`src/rtl/seg7_scan.sv`:
```
// rtl/seg7_scan.sv - time-multiplexed four-digit 7-segment scan driver with frame-synchronous double buffering
module seg7_scan #(
    parameter int CLK_HZ  = 100_000_000,
    parameter int SLOT_HZ = 1000,
    parameter int GUARD   = 8
) (
    input  logic        clk,
    input  logic        rst,
    input  logic [27:0] seg_in,
    input  logic [3:0]  dp_in,
    input  logic [3:0]  blank_in,
    input  logic        load,
    output logic [6:0]  seg,
    output logic        dp,
    output logic [3:0]  an,
    output logic        frame_done
);

    localparam int DIV = CLK_HZ / SLOT_HZ;
    localparam int CW  = (DIV > 2) ? $clog2(DIV) : 1;

    logic [CW-1:0] cnt;
    logic [1:0]    idx;
    logic [27:0]   pend_seg, act_seg;
    logic [3:0]    pend_dp, act_dp;
    logic [3:0]    pend_blank, act_blank;

    logic          last_cnt;
    logic          boundary;
    logic [6:0]    cur_seg;
    logic          en;
    logic [6:0]    seg_d;
    logic          dp_d;
    logic [3:0]    an_d;

    assign last_cnt = (cnt == CW'(DIV - 1));
    assign boundary = last_cnt && (idx == 2'd3);

    // Slot counter and digit index; slot boundaries are exact multiples of DIV.
    always_ff @(posedge clk) begin
        if (rst) begin
            cnt <= '0;
            idx <= 2'd0;
        end else if (last_cnt) begin
            cnt <= '0;
            idx <= idx + 2'd1;
        end else begin
            cnt <= cnt + CW'(1);
        end
    end

    // Pending buffer takes every load; active buffer only changes at the frame boundary,
    // taking the live inputs when a load coincides with the boundary.
    always_ff @(posedge clk) begin
        if (rst) begin
            pend_seg   <= {4{7'h7F}};
            pend_dp    <= 4'h0;
            pend_blank <= 4'hF;
            act_seg    <= {4{7'h7F}};
            act_dp     <= 4'h0;
            act_blank  <= 4'hF;
        end else begin
            if (load) begin
                pend_seg   <= seg_in;
                pend_dp    <= dp_in;
                pend_blank <= blank_in;
            end
            if (boundary) begin
                act_seg   <= load ? seg_in   : pend_seg;
                act_dp    <= load ? dp_in    : pend_dp;
                act_blank <= load ? blank_in : pend_blank;
            end
        end
    end

    // Select the current digit's code and decide whether the slot is driven.
    always_comb begin
        cur_seg = 7'h7F;
        case (idx)
            2'd0:    cur_seg = act_seg[6:0];
            2'd1:    cur_seg = act_seg[13:7];
            2'd2:    cur_seg = act_seg[20:14];
            default: cur_seg = act_seg[27:21];
        endcase
        en    = (cnt >= CW'(GUARD)) && !act_blank[idx];
        seg_d = 7'h7F;
        dp_d  = 1'b1;
        an_d  = 4'hF;
        if (en) begin
            seg_d = cur_seg;
            dp_d  = ~act_dp[idx];
            an_d  = ~(4'b0001 << idx);
        end
    end

    // Registered outputs so the pins never glitch between segment and anode changes.
    always_ff @(posedge clk) begin
        if (rst) begin
            seg        <= 7'h7F;
            dp         <= 1'b1;
            an         <= 4'hF;
            frame_done <= 1'b0;
        end else begin
            seg        <= seg_d;
            dp         <= dp_d;
            an         <= an_d;
            frame_done <= boundary;
        end
    end

endmodule
```
`config.mk`:
```
export PLATFORM = sky130hd
export DESIGN_NAME = seg7_scan
export DESIGN_NICKNAME = d
export VERILOG_FILES = /design/src/rtl/seg7_scan.sv
export SDC_FILE = /design/constraint.sdc
export NUM_CORES = 1
export LEC_CHECK = 0
export ABC_AREA = 1
export CAP_MARGIN = 20
export CORE_AREA = 2 2 120 87
export DETAILED_ROUTE_END_ITERATION = 10
export DIE_AREA = 0 0 122 89
export HOLD_SLACK_MARGIN = 0.12
export PLACE_DENSITY = 0.63
export SETUP_SLACK_MARGIN = 0.4
export SYNTH_ARGS = -nofsm -noshare
export SYNTH_HDL_FRONTEND = slang
export SYNTH_SLANG_ARGS = --single-unit
export TNS_END_PERCENT = 5
```
`constraint.sdc`:
```
create_clock -name clk -period 1.8 [get_ports clk]
set_clock_uncertainty 0.15 [all_clocks]
set_input_delay 0.18 -clock clk [delete_from_list [all_inputs] [get_ports clk]]
set_output_delay 0.18 -clock clk [all_outputs]
set_load 0.005 [all_outputs]
```
Word-level counts from Yosys, hierarchy flattened
Cells that the tools add are included.
{"block": "word_totals", "reg_bits": 104, "out_inout_bits": 13, "in_bits": 39, "word_cells": 38}
{"block": "classes", "eq_ne": 4, "reduce_logical": 6, "mux": 8, "n_addsub": 2, "shift": 1, "bitwise": 3, "magnitude_cmp": 2}
{"cell": "two-way mux 28 bit", "count": 1}
{"cell": "case mux 7 bit (3 select lines)", "count": 1}
{"cell": "adder 17 x 1 -> 17 bit, second input constant", "count": 1}
{"cell": "== test 17 bit, second input constant", "count": 1}
{"cell": ">= comparator 17 x 4 -> 1 bit, second input constant", "count": 1}
{"cell": "two-way mux 4 bit", "count": 2}
{"cell": "binary-select mux 1 bit (select 2 bit)", "count": 2}
{"cell": "== test 2 bit, second input constant", "count": 2}
{"cell": "NOT 4 bit", "count": 1}
{"cell": "OR reduction 2 bit", "count": 2}
{"cell": "left shift 1 x 2 -> 4 bit, first input constant", "count": 1}
{"cell": "< comparator 2 x 3 -> 1 bit, second input constant", "count": 1}
{"cell": "adder 2 x 1 -> 2 bit, second input constant", "count": 1}
{"cell": "== test 2 x 1 -> 1 bit, second input constant", "count": 1}
{"cell": "logical AND 1 bit", "count": 2}
{"cell": "zero test 2 bit", "count": 1}
{"cell": "two-way mux 1 bit", "count": 2}
{"cell": "NOT 1 bit", "count": 2}
{"cell": "zero test 1 bit", "count": 1}

Longest topological paths before layout
{"block": "depth", "word_depth": 6, "ltp_mapped": 9, "depth_no_buf": 9}

Worst setup path before layout
Ideal clock, no wire load.
{"block": "synth_timing", "kind": "flip-flop to flip-flop", "startpoint": "reg cnt[0]", "endpoint": "reg act_seg[17]", "n_path_buf": 1, "required_time_ns": 1.516, "synth_period_minus_slack_ns": 1.601, "stages_incl_launch_ff": 10, "setup_time_ns": 0.134, "arrival_time_ns": 1.318, "setup_slack_ns": 0.199, "path_cell_list": "dfxtp_1 -> ha_1 -> nand2_1 -> nor2_1 -> nand3_2 -> nor2_8 -> nand2_4 -> buf_6 -> nand2_1 -> nand3_1"}
{"block": "synth_via", "elab_chain_cells": 2}
{"item": "from (decl)", "line_no": "22", "text": "logic [CW-1:0] cnt;"}
{"item": "from (signal assigned)", "line_no": "48", "text": "cnt <= cnt + CW'(1);"}
{"item": "== test 17 bit", "line_no": "36", "text": "assign last_cnt = (cnt == CW'(DIV - 1));"}
{"item": "logical AND 1 bit", "line_no": "37", "text": "assign boundary = last_cnt && (idx == 2'd3);"}
{"item": "to (signal assigned)", "line_no": "59", "text": "act_seg <= {4{7'h7F}};"}
{"item": "to (signal assigned)", "line_no": "69", "text": "act_seg <= load ? seg_in : pend_seg;"}
{"item": "to (decl)", "line_no": "24", "text": "logic [27:0] pend_seg, act_seg;"}
Every way passes these cells.
A chain may end at the register's enable or synchronous reset.

Final worst setup path
{"block": "layout_timing", "startpoint": "reg cnt[0]", "endpoint": "reg act_blank[2]"}
{"block": "layout_via", "elab_chain_cells": 2}
{"item": "== test 17 bit", "line_no": "36"}
{"item": "logical AND 1 bit", "line_no": "37"}
{"item": "to (signal assigned)", "line_no": "71", "text": "act_blank <= load ? blank_in : pend_blank;"}
{"item": "to (decl)", "line_no": "26", "text": "logic [3:0] pend_blank, act_blank;"}
Every way passes these cells.

==> impl_metrics.toml <==
[status]
status = "finished clean"

[synth]
syn_nets = 621
synth_top_family_by_area = "simple AND/OR/NAND/NOR gates"
synthSimpleGateAreaFrac = 0.365
yosysWarnings = 0
synthMuxAreaShare = 0.00931
yosysSeqAreaShare = 0.484
yosysUniqueCellTypes = 31
synth_fa_ha_area_frac = 0.0204
syn_area_um2 = 4300
avgSynthCellArea_um2 = 7.48
synth-seq-cells = 104
synth_xor_xnor_area_share = 0.00815
synth_compound_area_frac = 0.0512
synthesis.instances = 575

[final_layout]
final_area_um2 = 5760
n_antenna_cell = 0
final_common_cell = "nand2_1"
fin_util = 0.601
final_nets = 684
layout_common_cells = "nand2_1 (178), nand3_1 (109), dfxtp_1 (99)"
drive_above_1_share = 0.138
syn_to_final_growth_pct = 33.9
num-fill-cells = 861

[grt]
first_global_vias = 3478
grt_max_degree = 36
grt_pass1_wl_mm = 17.1
antenna_found_initial = 0
grt_overflow = 0
grt_usage = 0.202

[setup_path]
required_ps = 1940
r2r-end = "act_blank[2]$_SDFFE_PP1P_"
crit_path_end = "act_blank[2]$_SDFFE_PP1P_"
crit_start = "cnt[0]$_SDFF_PP0_"
critical_path_class = "reg2reg"
reg2reg_from = "cnt[0]$_SDFF_PP0_"
crit_path_max_fanout = 8
start_kind = "register"
cp.arrival_ps = 1820
r2r_cells = 9
end_kind = "register"
r2r_slack_ps = 120

[clock_network]
clock_latency_ps = 350
clock-root-buffer = "clkbuf_16"
cts_hold_buf = 0
cts.path.max_buffers = 2
clk_pin_slew_ps = 70
cts_sinks = 104
cts_buffers = 9
cts_tree = "yes"
htree_levels = 3

[floorplanning]
die_area_um2 = 10900
die-height_um = 89
die_x_um = 122
placementRows = 30
pin_count = 52
start_util = 0.449
core_area_um2 = 9570

[placement]
io_buffers = 51
post-dp-hpwl_mm = 7.13
gp_congestion = 0.843
post-place-ws_ps = 14.1
placed_area_um2 = 4980

[worst_hold_path]
holdCritPathClass = "in2reg"

[timing]
layout_setup_ws_ps = 124
whs_ps = 275
rsz0062_at_grt = "yes"
final_max_slew_viol_count = 0
setup_tns_ps = 0
fin_crit_ps = 1680
fmax_mhz = 597
post-route-period-util = 0.931
hold_viol = 0
setup_viol_count_final = 0
worst-slew-pin-transition_ps = 387
slew_headroom = 0.742

[drt]
ant_nets = 0
wl_per_cell_um = 14.2
first_pass_iters = 5
route.detailed.drc = 0
vias = 3966
drtIter0Drc = 298
avgViaCountPerCell = 5.14
routed_wl_mm = 10.9

[job]
drv_cap = 0

[power]
power_density_nw_per_um2 = 834
power_leakage_nw = 2.56
ir_drop_mv = 0.461
-- synth_stat cells, drive strengths merged --
cell type,number,area (µm²)
nand3b,3,22.5
a22oi,1,7.51
nor3,2,10.0
or2,2,12.5
a22o,7,61.3
dfxtp,104,2080
nand3,120,606
nor4,2,12.5
o22ai,7,43.8
clkbuf,18,67.6
nand4,3,18.8
o21ai,6,30.0
buf,16,106
inv,25,93.8
o21bai,1,7.51
ha,7,87.6
mux2i,4,40.0
xor2,3,26.3
a21oi,14,70.1
nor2,45,185
nand2,184,701
xnor2,1,8.76
-- kinds of logic after synthesis --
| logic type | Yosys count |
|---|---|
| buffers and inverters | 59 |
| AO/OA/AOI/OAI | 36 |
| adder cells (fa/ha/maj) | 7 |
| XOR/XNOR | 4 |
| flip-flops | 104 |
| multiplexers | 4 |
| AND/OR/NAND/NOR | 361 |
-- sequential cells by signal, summed over array words and instances, names as in the netlist --
| register | count |
|---|---|
| act_blank | 4 |
| idx | 2 |
| dp | 1 |
| pend_blank | 4 |
| act_seg | 28 |
| seg | 7 |
| frame_done | 1 |
| act_dp | 4 |
| an | 4 |
| pend_dp | 4 |
| cnt | 17 |
| pend_seg | 28 |
-- report_power, final --
part,internal (W),switching [W],total (W)
clock network,0.00125,0.000852,0.00211
registers,0.00236,0.0000182,0.00238
logic,0.000151,0.000168,0.000320
-- critical path: stages, from the launching register on --
cell and delay, ps:
dfxtp_4 360, ha_4 140, nand2_4 60, nor2_4 130, nand3_4 100, nor2_8 180, buf_12 180, clkbuf_16 160
nand3_1 70, nand3_1 80
-- how the worst min path moves through the flow --
stage | startpoint | endpoint | depth (start not counted)
2_1_floorplan | seg_in[26] | pend_seg[26]$_SDFF_PP1_ | 2
3_3_place_gp | pend_seg[13]$_SDFF_PP1_ | pend_seg[13]$_SDFF_PP1_ | 2
3_5_place_dp | pend_seg[16]$_SDFF_PP1_ | pend_seg[16]$_SDFF_PP1_ | 2
4_1_cts | seg_in[21] | pend_seg[21]$_SDFF_PP1_ | 3
5_1_grt | seg_in[17] | pend_seg[17]$_SDFF_PP1_ | 3
6_report | seg_in[19] | pend_seg[19]$_SDFF_PP1_ | 3
-- stage by stage --
step / total power, W / std cells
final: 0.00480 / 771
after global routing: 0.00496 / 771
after CTS: 0.00483 / 763
after detailed placement: 0.00274 / 737
after global placement: 0.00273 / 737
after floorplan: 0.00260 / 575
-- layout make-up --
type | count | area (µm²) | share of cell area
repair buffers | 82 | 896 | 0.156
clock inverters | 5 | 80.1 | 0.0139
clock buffers | 11 | 243 | 0.0422
multi-input cells | 416 | 2190 | 0.380
well taps | 128 | 160 | 0.0278
inverters | 25 | 96.3 | 0.0167
flip-flops and latches | 104 | 2090 | 0.364
-- what timing repair did --
action,in CTS,in global routing
setup endpoints to repair,80,80
setup buffers,8,2
resized for setup,18,34
cloned,2,6
pin swaps,2,16
-- metal layers --
metal  vias to the layer above  track usage  routed length, µm
met5                         -            0                  0
met4                         0       0.0627                135
met3                        13       0.0440                667
met2                       125        0.290               4450
met1                      1813        0.301               5690
li1                       2015            -                  -
No activity file was read; power rests on OpenSTA's default activity.
